`src/rtl/vga_frame_reader.sv`:
```
// Pixel-path stage behind the 1024x768 VGA timing generator.
// It fetches an IMG_W x IMG_H image from a double-buffered frame memory, upscales
// it by 2^SHIFT and places it at (X0,Y0) with a BORDER colour around it. It delays
// hsync/vsync so they stay aligned with the fetched RGB, and it swaps the displayed
// buffer only at end of screen, using a req/ack handshake with the image filter.
// Ports:
//   clk, reset          base clock, synchronous active-high reset
//   pix_stb             pipeline advances only on edges where this is high
//   hsync_in/vsync_in   active-low syncs from the timing generator
//   active_in, x, y     active-area flag and pixel coordinates
//   screenend           one-tick end-of-screen marker
//   swap_req/swap_ack   back-buffer ready level / one-clk swap-done pulse
//   buf_sel             buffer currently displayed
//   mem_en/mem_addr     registered read request {buf_sel,row,col}
//   mem_rdata           RGB444 read data, valid MEM_LAT strobes after mem_en
//   hsync_out/vsync_out syncs delayed by MEM_LAT+1 strobes
//   rgb                 RGB444 pixel aligned with the delayed syncs
module vga_frame_reader #(
    parameter int unsigned IMG_W   = 256,
    parameter int unsigned IMG_H   = 256,
    parameter int unsigned SHIFT   = 1,
    parameter int unsigned X0      = 256,
    parameter int unsigned Y0      = 128,
    parameter int unsigned MEM_LAT = 2,
    parameter logic [11:0] BORDER  = 12'h000,
    parameter int unsigned AW      = 17
) (
    input  logic          clk,
    input  logic          reset,
    input  logic          pix_stb,
    input  logic          hsync_in,
    input  logic          vsync_in,
    input  logic          active_in,
    input  logic [9:0]    x,
    input  logic [9:0]    y,
    input  logic          screenend,
    input  logic          swap_req,
    output logic          swap_ack,
    output logic          buf_sel,
    output logic          mem_en,
    output logic [AW-1:0] mem_addr,
    input  logic [11:0]   mem_rdata,
    output logic          hsync_out,
    output logic          vsync_out,
    output logic [11:0]   rgb
);

    localparam int unsigned CW = $clog2(IMG_W);
    localparam int unsigned RW = $clog2(IMG_H);
    localparam int unsigned X1 = X0 + (IMG_W << SHIFT);
    localparam int unsigned Y1 = Y0 + (IMG_H << SHIFT);

    typedef enum logic [1:0] {
        S_IDLE = 2'd0,
        S_PEND = 2'd1,
        S_DROP = 2'd2
    } state_t;

    logic [10:0]        w_x11, w_y11, w_dx, w_dy;
    logic               w_win;
    logic [CW-1:0]      w_col;
    logic [RW-1:0]      w_row;
    logic               w_end;
    logic               w_swap;
    state_t             r_state, w_state_nxt;

    logic               r_mem_en;
    logic [AW-1:0]      r_mem_addr;
    logic               r_buf_sel;
    logic               r_swap_ack;
    logic [MEM_LAT-1:0] r_hs_d, r_vs_d, r_act_d, r_win_d;
    logic               r_hsync, r_vsync;
    logic [11:0]        r_rgb;

    // Window test and image coordinates, in 11-bit unsigned so nothing wraps in
    assign w_x11 = {1'b0, x};
    assign w_y11 = {1'b0, y};
    assign w_dx  = w_x11 - 11'(X0);
    assign w_dy  = w_y11 - 11'(Y0);
    assign w_win = active_in
                 & (w_x11 >= 11'(X0)) & (w_x11 < 11'(X1))
                 & (w_y11 >= 11'(Y0)) & (w_y11 < 11'(Y1));
    assign w_col = CW'(w_dx >> SHIFT);
    assign w_row = RW'(w_dy >> SHIFT);
    assign w_end = screenend & pix_stb;

    // Stage 0: read request; address holds outside the window
    always_ff @(posedge clk) begin
        if (reset) begin
            r_mem_en   <= 1'b0;
            r_mem_addr <= '0;
        end else begin
            r_mem_en <= pix_stb & w_win;
            if (pix_stb && w_win) begin
                r_mem_addr <= AW'({r_buf_sel, w_row, w_col});
            end
        end
    end

    // Delay line for sync/active/win; reset loads idle values to flush the pipe
    always_ff @(posedge clk) begin
        if (reset) begin
            r_hs_d  <= '1;
            r_vs_d  <= '1;
            r_act_d <= '0;
            r_win_d <= '0;
        end else if (pix_stb) begin
            r_hs_d[0]  <= hsync_in;
            r_vs_d[0]  <= vsync_in;
            r_act_d[0] <= active_in;
            r_win_d[0] <= w_win;
            for (int i = 1; i < int'(MEM_LAT); i++) begin
                r_hs_d[i]  <= r_hs_d[i-1];
                r_vs_d[i]  <= r_vs_d[i-1];
                r_act_d[i] <= r_act_d[i-1];
                r_win_d[i] <= r_win_d[i-1];
            end
        end
    end

    // Output stage: samples mem_rdata on the MEM_LAT-th strobe after mem_en
    always_ff @(posedge clk) begin
        if (reset) begin
            r_hsync <= 1'b1;
            r_vsync <= 1'b1;
            r_rgb   <= 12'h000;
        end else if (pix_stb) begin
            r_hsync <= r_hs_d[MEM_LAT-1];
            r_vsync <= r_vs_d[MEM_LAT-1];
            if (!r_act_d[MEM_LAT-1]) begin
                r_rgb <= 12'h000;
            end else if (r_win_d[MEM_LAT-1]) begin
                r_rgb <= mem_rdata;
            end else begin
                r_rgb <= BORDER;
            end
        end
    end

    // Swap FSM state register, buffer select and ack pulse
    always_ff @(posedge clk) begin
        if (reset) begin
            r_state    <= S_IDLE;
            r_buf_sel  <= 1'b0;
            r_swap_ack <= 1'b0;
        end else begin
            r_state    <= w_state_nxt;
            r_swap_ack <= w_swap;
            if (w_swap) begin
                r_buf_sel <= ~r_buf_sel;
            end
        end
    end

    // Swap FSM next state; a request arriving with screenend swaps at once,
    // a request dropped while pending is abandoned
    always_comb begin
        w_state_nxt = r_state;
        w_swap      = 1'b0;
        case (r_state)
            S_IDLE: begin
                if (swap_req) begin
                    if (w_end) begin
                        w_swap      = 1'b1;
                        w_state_nxt = S_DROP;
                    end else begin
                        w_state_nxt = S_PEND;
                    end
                end
            end
            S_PEND: begin
                if (!swap_req) begin
                    w_state_nxt = S_IDLE;
                end else if (w_end) begin
                    w_swap      = 1'b1;
                    w_state_nxt = S_DROP;
                end
            end
            S_DROP: begin
                if (!swap_req) begin
                    w_state_nxt = S_IDLE;
                end
            end
            default: w_state_nxt = S_IDLE;
        endcase
    end

    assign swap_ack  = r_swap_ack;
    assign buf_sel   = r_buf_sel;
    assign mem_en    = r_mem_en;
    assign mem_addr  = r_mem_addr;
    assign hsync_out = r_hsync;
    assign vsync_out = r_vsync;
    assign rgb       = r_rgb;

endmodule

```
`config.mk`:
```
export PLATFORM = sky130hd
export DESIGN_NAME = vga_frame_reader
export DESIGN_NICKNAME = d
export VERILOG_FILES = /design/src/rtl/vga_frame_reader.sv
export SDC_FILE = /design/constraint.sdc
export NUM_CORES = 1
export LEC_CHECK = 0
export CORE_ASPECT_RATIO = 0.9
export CORE_MARGIN = 2
export CORE_UTILIZATION = 30
export CTS_BUF_LIST = sky130_fd_sc_hd__clkbuf_16
export DETAILED_ROUTE_END_ITERATION = 10
export GPL_TIMING_DRIVEN = 0
export PLACE_DENSITY = 0.72
export SLEW_MARGIN = 30
export SYNTH_ARGS = -nofsm -noshare
export SYNTH_HDL_FRONTEND = slang
export SYNTH_SLANG_ARGS = --single-unit
```
`constraint.sdc`:
```
create_clock -name clk -period 1.38 [get_ports clk]
set_clock_uncertainty 0.05 [all_clocks]
set_input_delay 0.207 -clock clk [delete_from_list [all_inputs] [get_ports clk]]
set_output_delay 0.207 -clock clk [all_outputs]
set_load 0.02 [all_outputs]
```
After elaboration in Yosys (flattened, before gate mapping)
Cells that the tools add are included.
{ "op_classes": {"reduce_logical": 4, "n_mux": 11, "bitwise_logic": 7, "eq_ne": 5, "n_lt_le_gt_ge": 4, "addsub": 2} }
{ "op_table": {"columns": ["op", "n"], "rows": [
  ["12-bit 2-to-1 mux", 2],
  ["10-bit less-than comparator, second input constant", 2],
  ["10-bit by 8-bit greater-or-equal comparator with 1-bit output, second input constant", 1],
  ["10-bit by 9-bit greater-or-equal comparator with 1-bit output, second input constant", 1],
  ["2-bit 2-to-1 mux", 5],
  ["9-bit by 8-bit subtractor with 9-bit output, second input constant", 1],
  ["9-bit subtractor, second input constant", 1],
  ["1-bit bitwise AND", 6],
  ["2-bit one-hot mux with 3 select lines", 1],
  ["2-bit inequality test, second input constant", 2],
  ["1-bit 2-to-1 mux", 3],
  ["3-bit inequality test, second input constant", 1],
  ["3-bit AND reduction", 1],
  ["2-bit by 1-bit == test with 1-bit output, second input constant", 1],
  ["2-bit == test, second input constant", 1],
  ["2-bit zero test", 1],
  ["2-bit OR reduction", 1],
  ["1-bit logical AND", 1],
  ["1-bit inverter", 1]
]} }
{ "word_totals": {"input_bits": 40, "word_cells": 45, "regBits": 44, "out_inout_bits": 34} }

Depth between registers and ports, before layout
{ "logic_depth": {"word_depth": 6, "ltp_mapped": 6, "depth_no_buf": 3} }

Worst setup path before layout
OpenSTA, ideal clock, no wires.
{ "synth_path": {"path_type": "input -> register", "from": "in pix_stb", "to": "reg r_mem_addr[14], in the netlist mem_addr[14]", "path_slack_ns": -0.016, "path_buffers": 2, "t_arrival_ns": 1.222, "setup_time_ns": 0.123, "cell_stages": 5, "path_cell_list": "buf_2 > nand2_1 > nor4b_2 > buf_6 > mux2_1"} }
{ "synth_between": {"elab_chain_len": 1} }
{ "synth_lines": {"columns": ["element", "line_no", "text"], "rows": [
  ["start, declared", "30", "input logic pix_stb,"],
  ["1-bit logical AND", "94", "if (pix_stb && w_win) begin"],
  ["end signal, assigned", "95", "r_mem_addr <= AW'({r_buf_sel, w_row, w_col});"],
  ["end, declared", "68", "logic [AW-1:0] r_mem_addr;"]
]} }
No other way between the ends.
A chain may end at the register's enable or synchronous reset.

Final worst setup path
{ "layout_path": {"from": "reg r_buf_sel, in the netlist buf_sel", "to": "out buf_sel"} }
{ "layout_rtl": {"columns": ["element", "line_no", "text"], "rows": [
  ["start, declared", "69", "logic r_buf_sel;"],
  ["start signal, assigned", "150", "r_buf_sel <= ~r_buf_sel;"],
  ["end, declared", "39", "output logic buf_sel,"]
]} }
No word-level cell between the ends.

==> metrics.txt <==
Worst-path clk slew about 0.060 ns; DR WL/cell 11.3 um; post-synthesis mux area share between 10 and 15%; final worst path period share about 92%; vias between 1000 and 1500; dpl hpwl around 2.8 mm; Yosys top cell area share between 50% and 60%; CP Buf/Inv Count 1; VDD IR max around 0.6 mV; Clk Tree Root Cell clkbuf_16; share of layout cells above drive strength 1 just over 10%; Synth Warn # 0; worst-case reg-to-reg path depth 4; Die Area roughly 6400 um^2; met2 Resource Use GR about a fifth; r2r setup slk ~0.25 ns; DRT iter0 DRCs 48; Clock Latency Late Sink approximately 0.28 ns; DRT Wirelength 3.81 mm; Worst Hold Launch pix_stb; Max-Cap Viols 0; TritonCTS clock tree done; Hold Slack 0.259 ns; worst setup margin 0.109 ns; global placement routability congestion 0.719; Critical R2R Launch r_act_d[1]; Leakage Power around 1.2 nW; hold depth 3; post-route cell area around 2700 um^2; slowest stage delay, CP 0.37 ns; Adder-Cell Fraction of Synth Area 0%; drt first pass iters 3; I/O pin count 74; Slew Viols, Final 0; All-Layer GR Usage 12.5%; Max Clock Freq 787 MHz; largest family of logic cells by synthesized area simple AND/OR/NAND/NOR gates; Async SR Flop Fraction 0%; count leader, synth dfxtp_1; Worst Setup SP buf_sel; Die X 83.8 um; Placement Cell Area approximately 2500 um^2; Synth Net Count about 220; mapped cell area between 1500 and 2000 um^2; Slew headroom a little over two thirds; most frequent cells after synthesis dfxtp_1 (44), nand2_1 (37), mux2i_1 (22); Slowest-stage cell, CP dfxtp_1; first-pass GRT wire length roughly 6.2 mm; Pwr per Cell Area about 1100 nW/um^2; cts hold-fix bufs 0; CP Launch Type flop; Primary FF master, synth dfxtp_1; Synth Area in Compound Gates approximately 6.0%; share of the yosys chip area belonging to registers about half; DR DRC count 0; global route hottest layer met2; post-synth top area cell dfxtp_1; Arr. time, crit path ~1.0 ns; crit-path cells dlygate4sd2_1; antenna violations before repair 0; Mapped Cells about 180; kind of critical path flop to output pin; Starting Density a little under a third; HP Class input pin to flop; status completed; Setup crit end kind output pin; gr ovfl total 0; Hold EP r_act_d[0]; antenna fix cells 0; Die Height 75.8 um; Net count, final slightly above 300; largest net degree at the start of global routing 14; Synth Area in XOR/XNOR 1.02%; RSZ-0062 raised after global routing false; Syn-to-layout area delta 55.5%; final hold viol count 0; DP Worst Slack -0.505 ns; # setup viols final 0; Required @ worst endpoint ~1.1 ns; vias in the first global route 1361; Vias/cell 4.41; deepest clock path buffer count 2; H-Tree Depth 2; Syn Area/Cell roughly 9.3 um^2; reg2reg end rgb[8]; Synth area leaders dfxtp_1 (51%), mux2i_1 (13%), nand2_1 (8.1%), nor2b_1 (5.5%), nor2_1 (3.9%); GR Layer Usage met1 roughly 15%; port buffer count 70; fin crit period between 1 and 1.5 ns; post-route ant nets 0; M3 GR Usage under 10%; core area ~5600 um^2; Synth cell types 32; Clock Sinks 44; Seq cells post-synth 44; Worst Tran Pin Value 0.449 ns; Simple-Gate Fraction of Synth Area about 22%; num rows 26; Post-synth EDFFs 0; CTS Buf Count 5; Crit path max-delay family flip-flops; Crit Path Max Fanout 3
[metal layers]
layer	wire length, um	vias to the layer above
li1	-	768
met1	1750	663
met2	1690	48
met3	330	4
met4	40	0
met5	0	-
[kinds of logic (layout without fill, tap and decap cells)]
family          count (synthesis)  count (layout)
compound gates                 18              18
xor+xnor                        2               2
buf+inv                        13              95
flops                          44              44
mux                            25              25
simple gates                   82              82
[metrics by stage]
step           total power, mW  cells  util (%)  TNS, ns
5_1_grt                   3.03    336      47.8        0
4_1_cts                   2.96    336      47.7        0
3_3_place_gp              1.65    324      44.8   -14.45
2_1_floorplan             1.48    184         -        0
3_5_place_dp              1.65    324      44.8   -14.39
6_report                  2.92    336      47.8        0
[where the power goes]
part           switching (mW)  internal, mW
sequential             0.0145          1.30
combinational           0.132         0.169
clock                   0.456         0.843
[registers in the layout, summed over array words and instances, names as in the netlist]
signal and count:
buf_sel 1, hsync_out 1, mem_addr 17, mem_en 1, r_act_d 2, r_hs_d 2
r_state 2, r_vs_d 2, r_win_d 2, rgb 12, swap_ack 1, vsync_out 1
[how the worst max path moves through the flow]
stage	end	slack, ns	cells after the start
finish	buf_sel	0.11	1
detailed placement	mem_addr[14]	-0.50	5
floorplan	mem_addr[14]	0.02	5
global placement	mem_addr[7]	-0.50	5
global route	rgb[3]	0.04	4
CTS	mem_addr[9]	0.05	6
[layout by cell type, fill, tap and decap left out, drive strengths merged, types with 2 or more instances in the layout]
cell,count
nand2,37
nor3,2
buf,9
dfxtp,44
inv,2
mux2i,22
clkbuf,12
dlygate4sd2,40
a21oi,13
mux2,3
nor2b,15
clkdlybuf4s50,30
nor2,18
[final cells by class]
cell class,count,area (um^2)
plain buffers,12,85.1
clock buffers,5,125
clock inverters,3,38.8
fillers,582,2920
inverters,1,3.75
multi-input cells,127,772
flip-flops and latches,44,881
well taps,70,87.6
repair buffers,74,681
[timing repair]
action / 4_1_cts / 5_1_grt
cloned: 0 / 0
pin swaps: 2 / 0
buffers inserted: 4 / 0
gates resized for setup: 47 / 6
setup endpoints to repair: 62 / 18
No activity file was read; power rests on OpenSTA's default activity.
